File: src/rtl/alu_arbiter.sv
// Two-requester arbiter in front of a shared combinational ALU, with a one-entry response register and a flag register.
// Latency: the result is registered at the accepting edge (1 cycle); one operation per cycle while the consumer drains.
// Backpressure: no grant while a held response is not being taken (resp_ready=0) or while flush is asserted.
module alu_arbiter #(
  parameter bit RR_EN = 1'b1
) (
  input  logic        clk,
  input  logic        rst_n,
  input  logic        req0_valid,
  input  logic [3:0]  req0_opcode,
  input  logic [15:0] req0_rs,
  input  logic [15:0] req0_rt,
  output logic        req0_ready,
  input  logic        req1_valid,
  input  logic [3:0]  req1_opcode,
  input  logic [15:0] req1_rs,
  input  logic [15:0] req1_rt,
  output logic        req1_ready,
  output logic [3:0]  alu_opcode,
  output logic [15:0] alu_rs,
  output logic [15:0] alu_rt,
  output logic [2:0]  alu_flags_in,
  input  logic [15:0] alu_rd,
  input  logic [2:0]  alu_flag_out,
  output logic        resp_valid,
  output logic        resp_id,
  output logic [15:0] resp_rd,
  input  logic        resp_ready,
  input  logic        flush,
  output logic [2:0]  flags
);

  // Set when requester 1 was the most recent accepted grant; requester 0 wins the next tie.
  logic last_gnt1;
  logic slot_free;
  logic grant_ok;
  logic tie_to_0;
  logic grant0;
  logic grant1;
  logic accept;

  // Arbitration: a grant needs a free result slot, no flush, and reset released.
  always_comb begin
    slot_free = !resp_valid || resp_ready;
    grant_ok  = slot_free && !flush && rst_n;
    tie_to_0  = !RR_EN || last_gnt1;
    grant0    = grant_ok && req0_valid && (!req1_valid || tie_to_0);
    grant1    = grant_ok && req1_valid && !grant0;
    accept    = grant0 || grant1;
  end

  assign req0_ready   = grant0;
  assign req1_ready   = grant1;
  assign alu_flags_in = flags;

  // Operand mux to the ALU; requester 0 is presented whenever requester 1 is not granted.
  always_comb begin
    alu_opcode = req0_opcode;
    alu_rs     = req0_rs;
    alu_rt     = req0_rt;
    if (grant1) begin
      alu_opcode = req1_opcode;
      alu_rs     = req1_rs;
      alu_rt     = req1_rt;
    end
  end

  // Response register: flush kills, acceptance loads, a drain without refill empties.
  always_ff @(posedge clk or negedge rst_n) begin
    if (!rst_n) begin
      resp_valid <= 1'b0;
      resp_id    <= 1'b0;
      resp_rd    <= 16'h0000;
    end else begin
      if (flush) begin
        resp_valid <= 1'b0;
      end else if (accept) begin
        resp_valid <= 1'b1;
      end else if (resp_ready) begin
        resp_valid <= 1'b0;
      end
      if (accept) begin
        resp_id <= grant1;
        resp_rd <= alu_rd;
      end
    end
  end

  // Architectural flags follow requester 0 only; flush never rolls them back.
  always_ff @(posedge clk or negedge rst_n) begin
    if (!rst_n) begin
      flags <= 3'b000;
    end else if (grant0) begin
      flags <= alu_flag_out;
    end
  end

  // Round-robin pointer moves only on an accepted grant.
  always_ff @(posedge clk or negedge rst_n) begin
    if (!rst_n) begin
      last_gnt1 <= 1'b1;
    end else if (accept) begin
      last_gnt1 <= grant1;
    end
  end

endmodule
File: config.mk
export PLATFORM = sky130hd
export DESIGN_NAME = alu_arbiter
export DESIGN_NICKNAME = d
export VERILOG_FILES = /design/src/rtl/alu_arbiter.sv
export SDC_FILE = /design/constraint.sdc
export NUM_CORES = 1
export LEC_CHECK = 0
export BUFFER_PORTS_ARGS = -buffer_cell sky130_fd_sc_hd__buf_2
export CAP_MARGIN = 20
export CORE_ASPECT_RATIO = 1.1
export CORE_MARGIN = 2
export CORE_UTILIZATION = 38
export CTS_BUF_LIST = sky130_fd_sc_hd__clkbuf_4
export DETAILED_ROUTE_END_ITERATION = 10
export PLACE_DENSITY = 0.87
export SYNTH_ARGS = -nofsm -noshare
export SYNTH_HDL_FRONTEND = slang
export SYNTH_SLANG_ARGS = --single-unit
File: constraint.sdc
create_clock -name clk -period 3.9 [get_ports clk]
set_input_delay 0.39 -clock clk [delete_from_list [all_inputs] [get_ports clk]]
set_output_delay 0.39 -clock clk [all_outputs]
set_load 0.1 [all_outputs]
==> results of run 1 <==
## flip-flops by register name, summed over array words and instances (netlist names)
signal        count
resp_id           1
last_gnt1         1
alu_flags_in      3
resp_rd          16
resp_valid        1
## worst max-delay path, cell delays in order (launching register included)
cell      delay, ns
dfrtp_1        0.43
nand2b_4       0.12
nand4_4        0.65
mux2_2         0.45
buf_2          0.42
## area by class of cell
type                            count  share of cell area
Clock buffer                        3             0.00975
Clock inverter                      1              0.0130
Inverter                            2             0.00325
Multi-Input combinational cell     68               0.363
Sequential cell                    22               0.239
Tap cell                           50              0.0271
Timing Repair Buffer              159               0.345
## per-layer routing
layer	global-route usage	wire [um]	vias to the layer above
li1	-	-	672
met1	0.214	1640	653
met2	0.374	2360	90
met3	0.0455	420	10
met4	0.0676	119	0
met5	0	0	-
## power by group through the flow
stage | Combinational (uW) | Clock [uW] | Sequential, uW
final | 875 | 175 | 304
after global routing | 897 | 187 | 312
after CTS | 880 | 180 | 305
after detailed placement | 879 | 0 | 309
after global placement | 871 | 0 | 306
after floorplan | 421 | 0 | 642
## stage by stage
stage          std cells  setup WS (ns)  instance area (um^2)  utilization  hold WS, ns
6_report             305           1.12                  2310        0.627       0.0628
5_1_grt              305           1.00                  2310        0.627       0.0813
3_5_place_dp         301           1.27                  2260        0.613        0.410
4_1_cts              305           1.10                  2310        0.627       0.0581
3_3_place_gp         301           1.32                  2260        0.613        0.402
2_1_floorplan        100           1.49                  1470            -       0.0944
## layout by cell type, fill, tap and decap left out, types with 2 or more instances in the layout
| cell | instances |
|---|---|
| buf_2 | 158 |
| dfrtp_1 | 21 |
| nand2_1 | 2 |
| mux2_2 | 26 |
| inv_1 | 2 |
| mux2_4 | 29 |
| clkbuf_4 | 3 |
## kinds of logic after synthesis
kind of cell / after synthesis / synth area share
mux: 55 / 0.494
flops: 22 / 0.375
buf+inv: 10 / 0.0561
simple gates: 8 / 0.0501
compound gates: 5 / 0.0246
## final timing paths
check,start,endpoint,cells past startpoint
min in group clk,flush,resp_valid,2
setup reg to reg,resp_valid,resp_id,4
hold / removal,rst_n,resp_rd[15],2
setup / recovery,resp_valid,alu_opcode[1],4
max in group asynchronous,rst_n,last_gnt1,2
hold reg to reg,last_gnt1,last_gnt1,1
==> results.md, run 1 <==
- Comb pwr share: 0.646
- Placer Congestion: 0.765
- Crit path launch type: register
- Reg power frac: 0.225
- PostCTS Resize Cnt: 0
- Inserted Diodes: 0
- IO buf count: 158
- Share of layout cells above drive strength 1: 0.871
- DR pass1 iterations: 4
- First-pass GRT wire length: 7040 um
- Status: finished clean
- Top-count cell post-synth: mux2_4
- Tot GR Track Use: 0.199
- Max_cap viols: 0
- Total CTS buffers: 3
- Row cnt: 23
- Crit path time final: 2.78 ns
- Top post-synthesis cells by count: mux2_4, mux2_2, dfrtp_1
- Clk_skew: 0.00319 ns
- Starting Density: 0.400
- Pleak: 0.00136 uW
- Largest net degree at the start of global routing: 38
- Cell Area, Synth: 1470 um^2
- Antenna violations before repair: 0
- Clk sinks: 22
- Fillers: 332
- Ports: 159
- Reg2Reg Setup Slack: 2.29 ns
- Post-CTS Setup Bufs: 0
- Sum Neg Setup Slack: 0 ns
- Area of the multi-input gates: 838 um^2
- P&R area growth vs syn: 56.9%
- HP Class: in2async
- Overall Power: 1350 uW
- Vias post-DR: 1,425
- H-tree levels: 1
- FFs w/ async S/R, synth: 1.00
- DRC Markers: 0
- Antenna Nets Post-Route: 0
- CTS clk-pin slew, worst paths: 0.12 ns
- Chip Width: 63.4 um
- Cts-stage hold buffer count: 0
- Final #Nets: 353
- FMAX: 360 MHz
- Syn avg cell area: 14.7 um^2
- Synth top area share: 0.357
- Post-DP HPWL: 3900 um
- P per Cell Area: 586 nW/um^2
- Internal: 551 uW
- Power share of the clock group: 0.129
- Switching Share: 0.593
- Worst relative slew slack: 0.438
- Avg WL per Cell: 14.9 um
- Clock buffer depth: 2
- Mapped Cells: 100
- Die Footprint: 4390 um^2
- CP required: 3.51 ns
- Reg area: 552 um^2
- Clock Root Buffer: clkbuf_4
- Seq/Total Area, Yosys: 0.375
- Synth top area cells: dfrtp_1, mux2_4, mux2_2, buf_6, buf_4
- Switching power: 803 uW
- Final Slew Violations: 0
- Ys Warns: 0
- Final setup viols: 0
- CTS tree: built
- Critical path class: reg2out
- Worst slew pin tran: 0.841 ns
- Number of enable flip-flop cells after synthesis: 0
- Synthesis-stage register bit count: 22
- Gr ovfl total: 0
- Final period util: 0.713
- Arrival time worst endpoint: 2.39 ns
- Synth Flop Type: dfrtp_1
- Vias in the first global route: 1,453
- RSZ-0062 raised after global routing: false
- Peak VDD IR: 0.416 mV
- Final hold viol count: 0
- CORE AREA: 3680 um^2
- Cell taking the most area after synthesis: dfrtp_1
- Yosys cell types: 19
- Synthesized Nets: 197
- Critical Path End Type: output port
- CP max FO: 37
- Clock latency on the worst-skew pair: 0.31 ns
- Via density: 4.67
- Routed WL: 4540 um
- Initial DRC count: 40
- Die H: 69.3 um
Note: power is estimated with default switching activity, not from simulation.
==> inputs of run 2 (changes only) <==
--- a/config.mk
+++ b/config.mk
@@ -5,14 +5,15 @@
 export SDC_FILE = /design/constraint.sdc
 export NUM_CORES = 1
 export LEC_CHECK = 0
+export ABC_AREA = 1
 export BUFFER_PORTS_ARGS = -buffer_cell sky130_fd_sc_hd__buf_2
 export CAP_MARGIN = 20
 export CORE_ASPECT_RATIO = 1.1
 export CORE_MARGIN = 2
-export CORE_UTILIZATION = 38
+export CORE_UTILIZATION = 32
 export CTS_BUF_LIST = sky130_fd_sc_hd__clkbuf_4
 export DETAILED_ROUTE_END_ITERATION = 10
-export PLACE_DENSITY = 0.87
+export PLACE_DENSITY = 0.79
 export SYNTH_ARGS = -nofsm -noshare
 export SYNTH_HDL_FRONTEND = slang
 export SYNTH_SLANG_ARGS = --single-unit
==> constraint.sdc (replaced) <==
create_clock -name clk -period 2.5 [get_ports clk]
set_input_delay 0.25 -clock clk [delete_from_list [all_inputs] [get_ports clk]]
set_output_delay 0.25 -clock clk [all_outputs]
set_load 0.1 [all_outputs]
==> run 2 against run 1 <==
Net effect:
- first-iteration DRC count grew 55%
- combinational power up 62%
- cell count is 44% higher
- wire length rose by 17%
- sequential power is 52% higher
- final area up 25%
- non-clock buffer count up 5
- register-to-register slack worse by 1.4 ns
- clock skew rose by 0.0046 ns
- largest power group unchanged
==> results.md, run 2 <==
- Clock latency on the worst-skew pair: 0.30 ns (was 0.31 ns)
- HP Class: in2reg (was in2async)
- Initial DRC count: 62 (was 40)
- Crit path launch type: register (unchanged)
- Die Footprint: 5100 um^2 (was 4390 um^2)
- Starting Density: 0.335 (was 0.400)
- Most flops, register: resp_rd (unchanged)
- Via density: 4.52 (was 4.67)
- Clk_skew: 0.00778 ns (was 0.00319 ns)
- Cell Area, Synth: 1460 um^2 (was 1470 um^2)
- Final hold viol count: 0 (unchanged)
- Max_cap viols: 0 (unchanged)
- DR pass1 iterations: 4 (unchanged)
- First-pass GRT wire length: 7950 um (was 7040 um)
- Worst relative slew slack: 0.541 (was 0.438)
- Synth Flop Type: dfrtp_1 (unchanged)
- Final #Nets: 481 (was 353)
- Commonest non-fill, non-tap cell in the layout: nand2_1 (was buf_2)
- FMAX: 450 MHz
- Tot GR Track Use: 0.202 (was 0.199)
- Antenna violations before repair: 1 (was 0)
- Clk sinks: 22 (unchanged)
- Largest net degree at the start of global routing: 38 (unchanged)
- IO buf count: 158 (unchanged)
- Synth top area share: 0.410 (was 0.357)
- CP required: 2.25 ns (was 3.51 ns)
- Number of enable flip-flop cells after synthesis: 0 (unchanged)
- CTS tree: built (unchanged)
- Final Util: 0.665 (was 0.627)
- Share of layout cells above drive strength 1: 0.475 (was 0.871)
- Critical Path End Type: output port (unchanged)
- Ports: 159 (unchanged)
- Final setup viols: 0 (unchanged)
- Routed WL: 5340 um (was 4540 um)
- Status: finished clean (unchanged)
- H-tree levels: 1 (unchanged)
- Sum Neg Setup Slack: 0 ns (unchanged)
- Synthesis-stage register bit count: 22 (unchanged)
- RSZ-0062 raised after global routing: false (unchanged)
- Pleak: 0.00173 uW (was 0.00136 uW)
- Avg WL per Cell: 12.2 um (was 14.9 um)
- CP max FO: 22 (was 37)
- P per Cell Area: 744 nW/um^2 (was 586 nW/um^2)
- Final Slew Violations: 0 (unchanged)
- CTS clk-pin slew, worst paths: 0.13 ns (was 0.12 ns)
- Seq/Total Area, Yosys: 0.379 (was 0.375)
- Max reg flops: 16 (unchanged)
- Yosys cell types: 15 (was 19)
- Post-DP HPWL: 4440 um (was 3900 um)
- Top-count cell post-synth: nand2_1 (was mux2_4)
- Antenna Nets Post-Route: 0 (unchanged)
- Vias in the first global route: 1,785 (was 1,453)
- Crit path time final: 2.22 ns
- CORE AREA: 4350 um^2 (was 3680 um^2)
- Clock Root Buffer: clkbuf_4 (unchanged)
- Syn avg cell area: 6.35 um^2 (was 14.7 um^2)
- Top post-synthesis cells by count: nand2_1, dfrtp_1, nand3_1 (was mux2_4, mux2_2, dfrtp_1)
- P&R area growth vs syn: 98.8% (was 56.9%)
- Clock buffer depth: 2 (unchanged)
- Ys Warns: 0 (unchanged)
- Synthesized Nets: 326 (was 197)
- Synth top area cells: nand2_1, dfrtp_1, nand3_1, buf_6, buf_4 (was dfrtp_1, mux2_4, mux2_2, buf_6, buf_4)
- Total CTS buffers: 3 (unchanged)
- Cell taking the most area after synthesis: nand2_1 (was dfrtp_1)
- Critical path class: reg2out (unchanged)
- Peak VDD IR: 0.581 mV (was 0.416 mV)
- Worst slew pin tran: 0.688 ns (was 0.841 ns)
- Post-CTS Setup Bufs: 0 (unchanged)
- Row cnt: 25 (was 23)
- Die H: 74.7 um (was 69.3 um)
- FFs w/ async S/R, synth: 1.00 (unchanged)
- Chip Width: 68.3 um (was 63.4 um)
- Placer Congestion: 0.817 (was 0.765)
- Arrival time worst endpoint: 1.97 ns (was 2.39 ns)
- Vias post-DR: 1,980 (was 1,425)
- Final period util: 0.888
- Mapped Cells: 229 (was 100)
- Gr ovfl total: 0 (unchanged)
- DRC Markers: 0 (unchanged)
- Most frequent cells in the layout: nand2_1, buf_2, buf_12 (was buf_2, mux2_4, mux2_2)
[run 2: cell type report]
| class | count | area, um^2 |
|---|---|---|
| sequential | 22 | 552 |
| inverter | 8 | 30.0 |
| multi-input combinational | 185 | 779 |
| fill | 343 | 1460 |
| tap | 54 | 67.6 |
| antenna | 1 | 2.50 |
| clock buffer | 3 | 22.5 |
| timing repair buffer | 164 | 1410 |
| clock inverter | 1 | 30.0 |
[run 2: routing by layer]
metal / up-vias / GRT usage / share of wire
met3: 2 / 0.0777 / 0.14
li1: 998 / - / -
met5: - / 0 / 0
met4: 0 / 0.0467 / 0.0036
met1: 874 / 0.225 / 0.34
met2: 106 / 0.362 / 0.52
[run 2: critical path, cell delays in order (launching register included)]
cell	delay, ns
dfrtp_1	0.42
nand2_1	0.09
nand3_1	0.13
nor2_4	0.40
buf_4	0.27
nand2_1	0.08
nand2_2	0.09
buf_12	0.17
[run 2: final timing paths]
kind | to | cells after the start | slack [ns] | startpoint
worst max-delay path | alu_rt[14] | 7 | 0.28 | resp_valid
worst min-delay path | alu_flags_in[1] | 3 | 0.13 | alu_flag_out[1]
worst max register to register | resp_rd[2] | 6 | 0.88 | last_gnt1
worst min register to register | resp_id | 2 | 0.50 | resp_id
max in group asynchronous | last_gnt1 | 3 | 1.73 | rst_n
min in group asynchronous | alu_flags_in[0] | 3 | 0.49 | rst_n
[run 2: cell families (layout without fill, tap and decap cells)]
logic type / Yosys count / count (layout) / share of synthesized area
AND/OR/NAND/NOR: 182 / 182 / 0.496
flip-flops: 22 / 22 / 0.379
other: 0 / 1 / 0
AO/OA/AOI/OAI: 3 / 3 / 0.0189
buffers and inverters: 22 / 176 / 0.106
[run 2: power breakdown]
group / internal [uW] / leakage, uW / switching, uW
Combinational: 331 / 0.00142 / 1090
Sequential: 425 / 0.000275 / 38.1
Clock: 162 / 0.0000279 / 107
[run 2: per-stage QoR]
stage	power [uW]	cell area, um^2	setup WS [ns]	hold slack [ns]	instances
global placement	1880	2820	0.498	0.271	432
detailed placement	1890	2820	0.435	0.273	432
CTS	2170	2880	0.0453	0.111	437
finish	2150	2890	0.280	0.127	438
global route	2230	2890	0.122	0.121	437
floorplan	1520	1480	0.0483	-0.0456	229
[run 2: timing repair]
action                                  in CTS  in global routing
endpoints found under the setup margin       0                 36
gates resized for setup                      0                  1
hold buffers                                 1                  0
endpoints found under the hold margin       21                  0
==> inputs of run 3 (changes only) <==
--- a/config.mk
+++ b/config.mk
@@ -5,7 +5,6 @@
 export SDC_FILE = /design/constraint.sdc
 export NUM_CORES = 1
 export LEC_CHECK = 0
-export ABC_AREA = 1
 export BUFFER_PORTS_ARGS = -buffer_cell sky130_fd_sc_hd__buf_2
 export CAP_MARGIN = 20
 export CORE_ASPECT_RATIO = 1.1
@@ -13,7 +12,7 @@
 export CORE_UTILIZATION = 32
 export CTS_BUF_LIST = sky130_fd_sc_hd__clkbuf_4
 export DETAILED_ROUTE_END_ITERATION = 10
-export PLACE_DENSITY = 0.79
+export PLACE_DENSITY = 0.78
 export SYNTH_ARGS = -nofsm -noshare
 export SYNTH_HDL_FRONTEND = slang
 export SYNTH_SLANG_ARGS = --single-unit
==> run 3 against run 2 <==
Net effect:
- wire length down 17%
- register-to-register slack better by 0.03 ns
- flip-flop and latch count unchanged
==> results.md, run 3 (synthesized netlist as in run 1, its figures left out) <==
- Die Footprint: 5160 um^2 (was 5100 um^2)
- RSZ-0062 raised after global routing: false (unchanged)
- CP required: 2.25 ns (about the same)
- Final #Nets: 355 (was 481)
- Area of placed instances: 2400 um^2 (was 2820 um^2)
- Crit-path leading delay family: buffers and inverters (was simple AND/OR/NAND/NOR gates)
- Inserted Diodes: 0 (was 1)
- H-tree levels: 1 (unchanged)
- Overall Power: 2030 uW (was 2150 uW)
- P per Cell Area: 834 nW/um^2 (was 744 nW/um^2)
- CP cell instances: nand2b_4 > nand4_4 > buf_12 > mux2_4 > buf_2 (was nand2_1 > nand3_1 > nor2_4 > buf_4 > nand2_1 > nand2_2 > buf_12)
- Post-DP HPWL: 3900 um (was 4440 um)
- Avg WL per Cell: 14.3 um (was 12.2 um)
- Chip Width: 68.7 um (was 68.3 um)
- Clk sinks: 22 (unchanged)
- Most flops, register: resp_rd (unchanged)
- Vias in the first global route: 1,329 (was 1,785)
- Pleak: 0.00141 uW (was 0.00173 uW)
- Critical path class: reg2out (unchanged)
- CP max FO: 22 (unchanged)
- Final setup viols: 0 (unchanged)
- Reg area: 552 um^2 (unchanged)
- Max stage delay on crit path: 0.42 ns (about the same)
- Row cnt: 25 (unchanged)
- Final period util: 0.958 (was 0.888)
- Starting Density: 0.339 (was 0.335)
- Max_cap viols: 0 (unchanged)
- CORE AREA: 4350 um^2 (unchanged)
- Largest net degree at the start of global routing: 24 (was 38)
- Antenna Nets Post-Route: 0 (unchanged)
- Crit path launch type: register (unchanged)
- Ports: 159 (unchanged)
- Post-route design area: 2440 um^2 (was 2890 um^2)
- Fillers: 373 (was 343)
- Critical-path top delay cell: dfrtp_1 (unchanged)
- Crit path time final: 2.40 ns (was 2.22 ns)
- Final hold viol count: 0 (unchanged)
- Most frequent cells in the layout: buf_2, mux2_4, mux2_2 (was nand2_1, buf_2, buf_12)
- First-pass GRT wire length: 6020 um (was 7950 um)
- Commonest non-fill, non-tap cell in the layout: buf_2 (was nand2_1)
- Vias post-DR: 1,420 (was 1,980)
- Area of the multi-input gates: 838 um^2 (was 779 um^2)
- DRC Markers: 0 (unchanged)
- Die H: 75.2 um (was 74.7 um)
- Status: finished clean (unchanged)
- Reg2Reg Setup Slack: 0.91 ns (was 0.88 ns)
- Routed WL: 4440 um (was 5340 um)
- Min Hold Slack: 0.138 ns (was 0.127 ns)
- Max reg flops: 16 (unchanged)
- Clock buffer depth: 2 (unchanged)
- Sum Neg Setup Slack: 0 ns (unchanged)
- Via density: 4.57 (was 4.52)
- Clock Root Buffer: clkbuf_4 (unchanged)
- DR pass1 iterations: 4 (unchanged)
- Placer Congestion: 0.786 (was 0.817)
- Gr ovfl total: 0 (unchanged)
- Critical Path End Type: output port (unchanged)
- P&R area growth vs syn: 65.7% (was 98.8%)
- Antenna violations before repair: 0 (was 1)
- Clock latency on the worst-skew pair: 0.30 ns (about the same)
- FMAX: 417 MHz (was 450 MHz)
- CTS clk-pin slew, worst paths: 0.11 ns (was 0.13 ns)
- Clk_skew: 0.00933 ns (was 0.00778 ns)
- Share of layout cells above drive strength 1: 0.864 (was 0.475)
- Peak VDD IR: 0.628 mV (was 0.581 mV)
- Arrival time worst endpoint: 2.15 ns (was 1.97 ns)
- Worst relative slew slack: 0.616 (was 0.541)
- Initial DRC count: 15 (was 62)
- HP Class: in2reg (unchanged)
- CTS tree: built (unchanged)
- Worst slew pin tran: 0.575 ns (was 0.688 ns)
- Worst Path Buf+Inv: 2 (unchanged)
- Final Slew Violations: 0 (unchanged)
- IO buf count: 158 (unchanged)
- Total CTS buffers: 3 (unchanged)
- Tot GR Track Use: 0.154 (was 0.202)
## run 3: where the power goes
group,total [uW],internal [uW],switching (uW)
Combinational,1400,294,1110
Clock,160,58.2,102
Sequential,474,433,40.3
## run 3: final cells by class
| class | instances | area share |
|---|---|---|
| sequential | 22 | 0.226 |
| clock inverter | 1 | 0.00154 |
| tap | 54 | 0.0277 |
| inverter | 2 | 0.00308 |
| clock buffer | 3 | 0.00923 |
| timing repair buffer | 161 | 0.389 |
| multi-input combinational | 68 | 0.344 |
## run 3: final timing paths
path	startpoint	end	depth (start not counted)
hold reg to reg	last_gnt1	last_gnt1	1
hold / removal	flush	resp_valid	2
setup / recovery	resp_valid	alu_rs[2]	5
min in group asynchronous	rst_n	resp_rd[8]	3
max in group asynchronous	rst_n	last_gnt1	3
setup reg to reg	resp_valid	resp_rd[14]	3
## run 3: layer usage
| metal | part of all wire | track usage | up-vias | routed length [um] |
|---|---|---|---|---|
| met5 | 0 | 0 | - | 0 |
| met4 | 0.0092 | 0.0356 | 0 | 41 |
| met3 | 0.11 | 0.0254 | 4 | 508 |
| met2 | 0.54 | 0.318 | 90 | 2390 |
| met1 | 0.34 | 0.153 | 653 | 1500 |
| li1 | - | - | 673 | - |
## run 3: worst register-to-register path, delay by kind of cell, from the launching register on
family,cells,cell delay [ns]
compound gates,1,0.54
simple gates,1,0.12
mux,1,0.41
flops,1,0.42
## run 3: repair_timing
action                                 4_1_cts  5_1_grt
hold buffers                                 1        0
endpoints found under the hold margin       21        0
gates resized for setup                      0        0
buffers inserted                             0        0
## run 3: stage by stage
step                      std cells  utilization  worst slack [ns]
after CTS                       311        0.561            0.0723
after global placement          306        0.553             0.414
after detailed placement        306        0.553             0.356
final                           311        0.561             0.104
after global routing            311        0.561           0.00190
after floorplan                 100            -             0.232
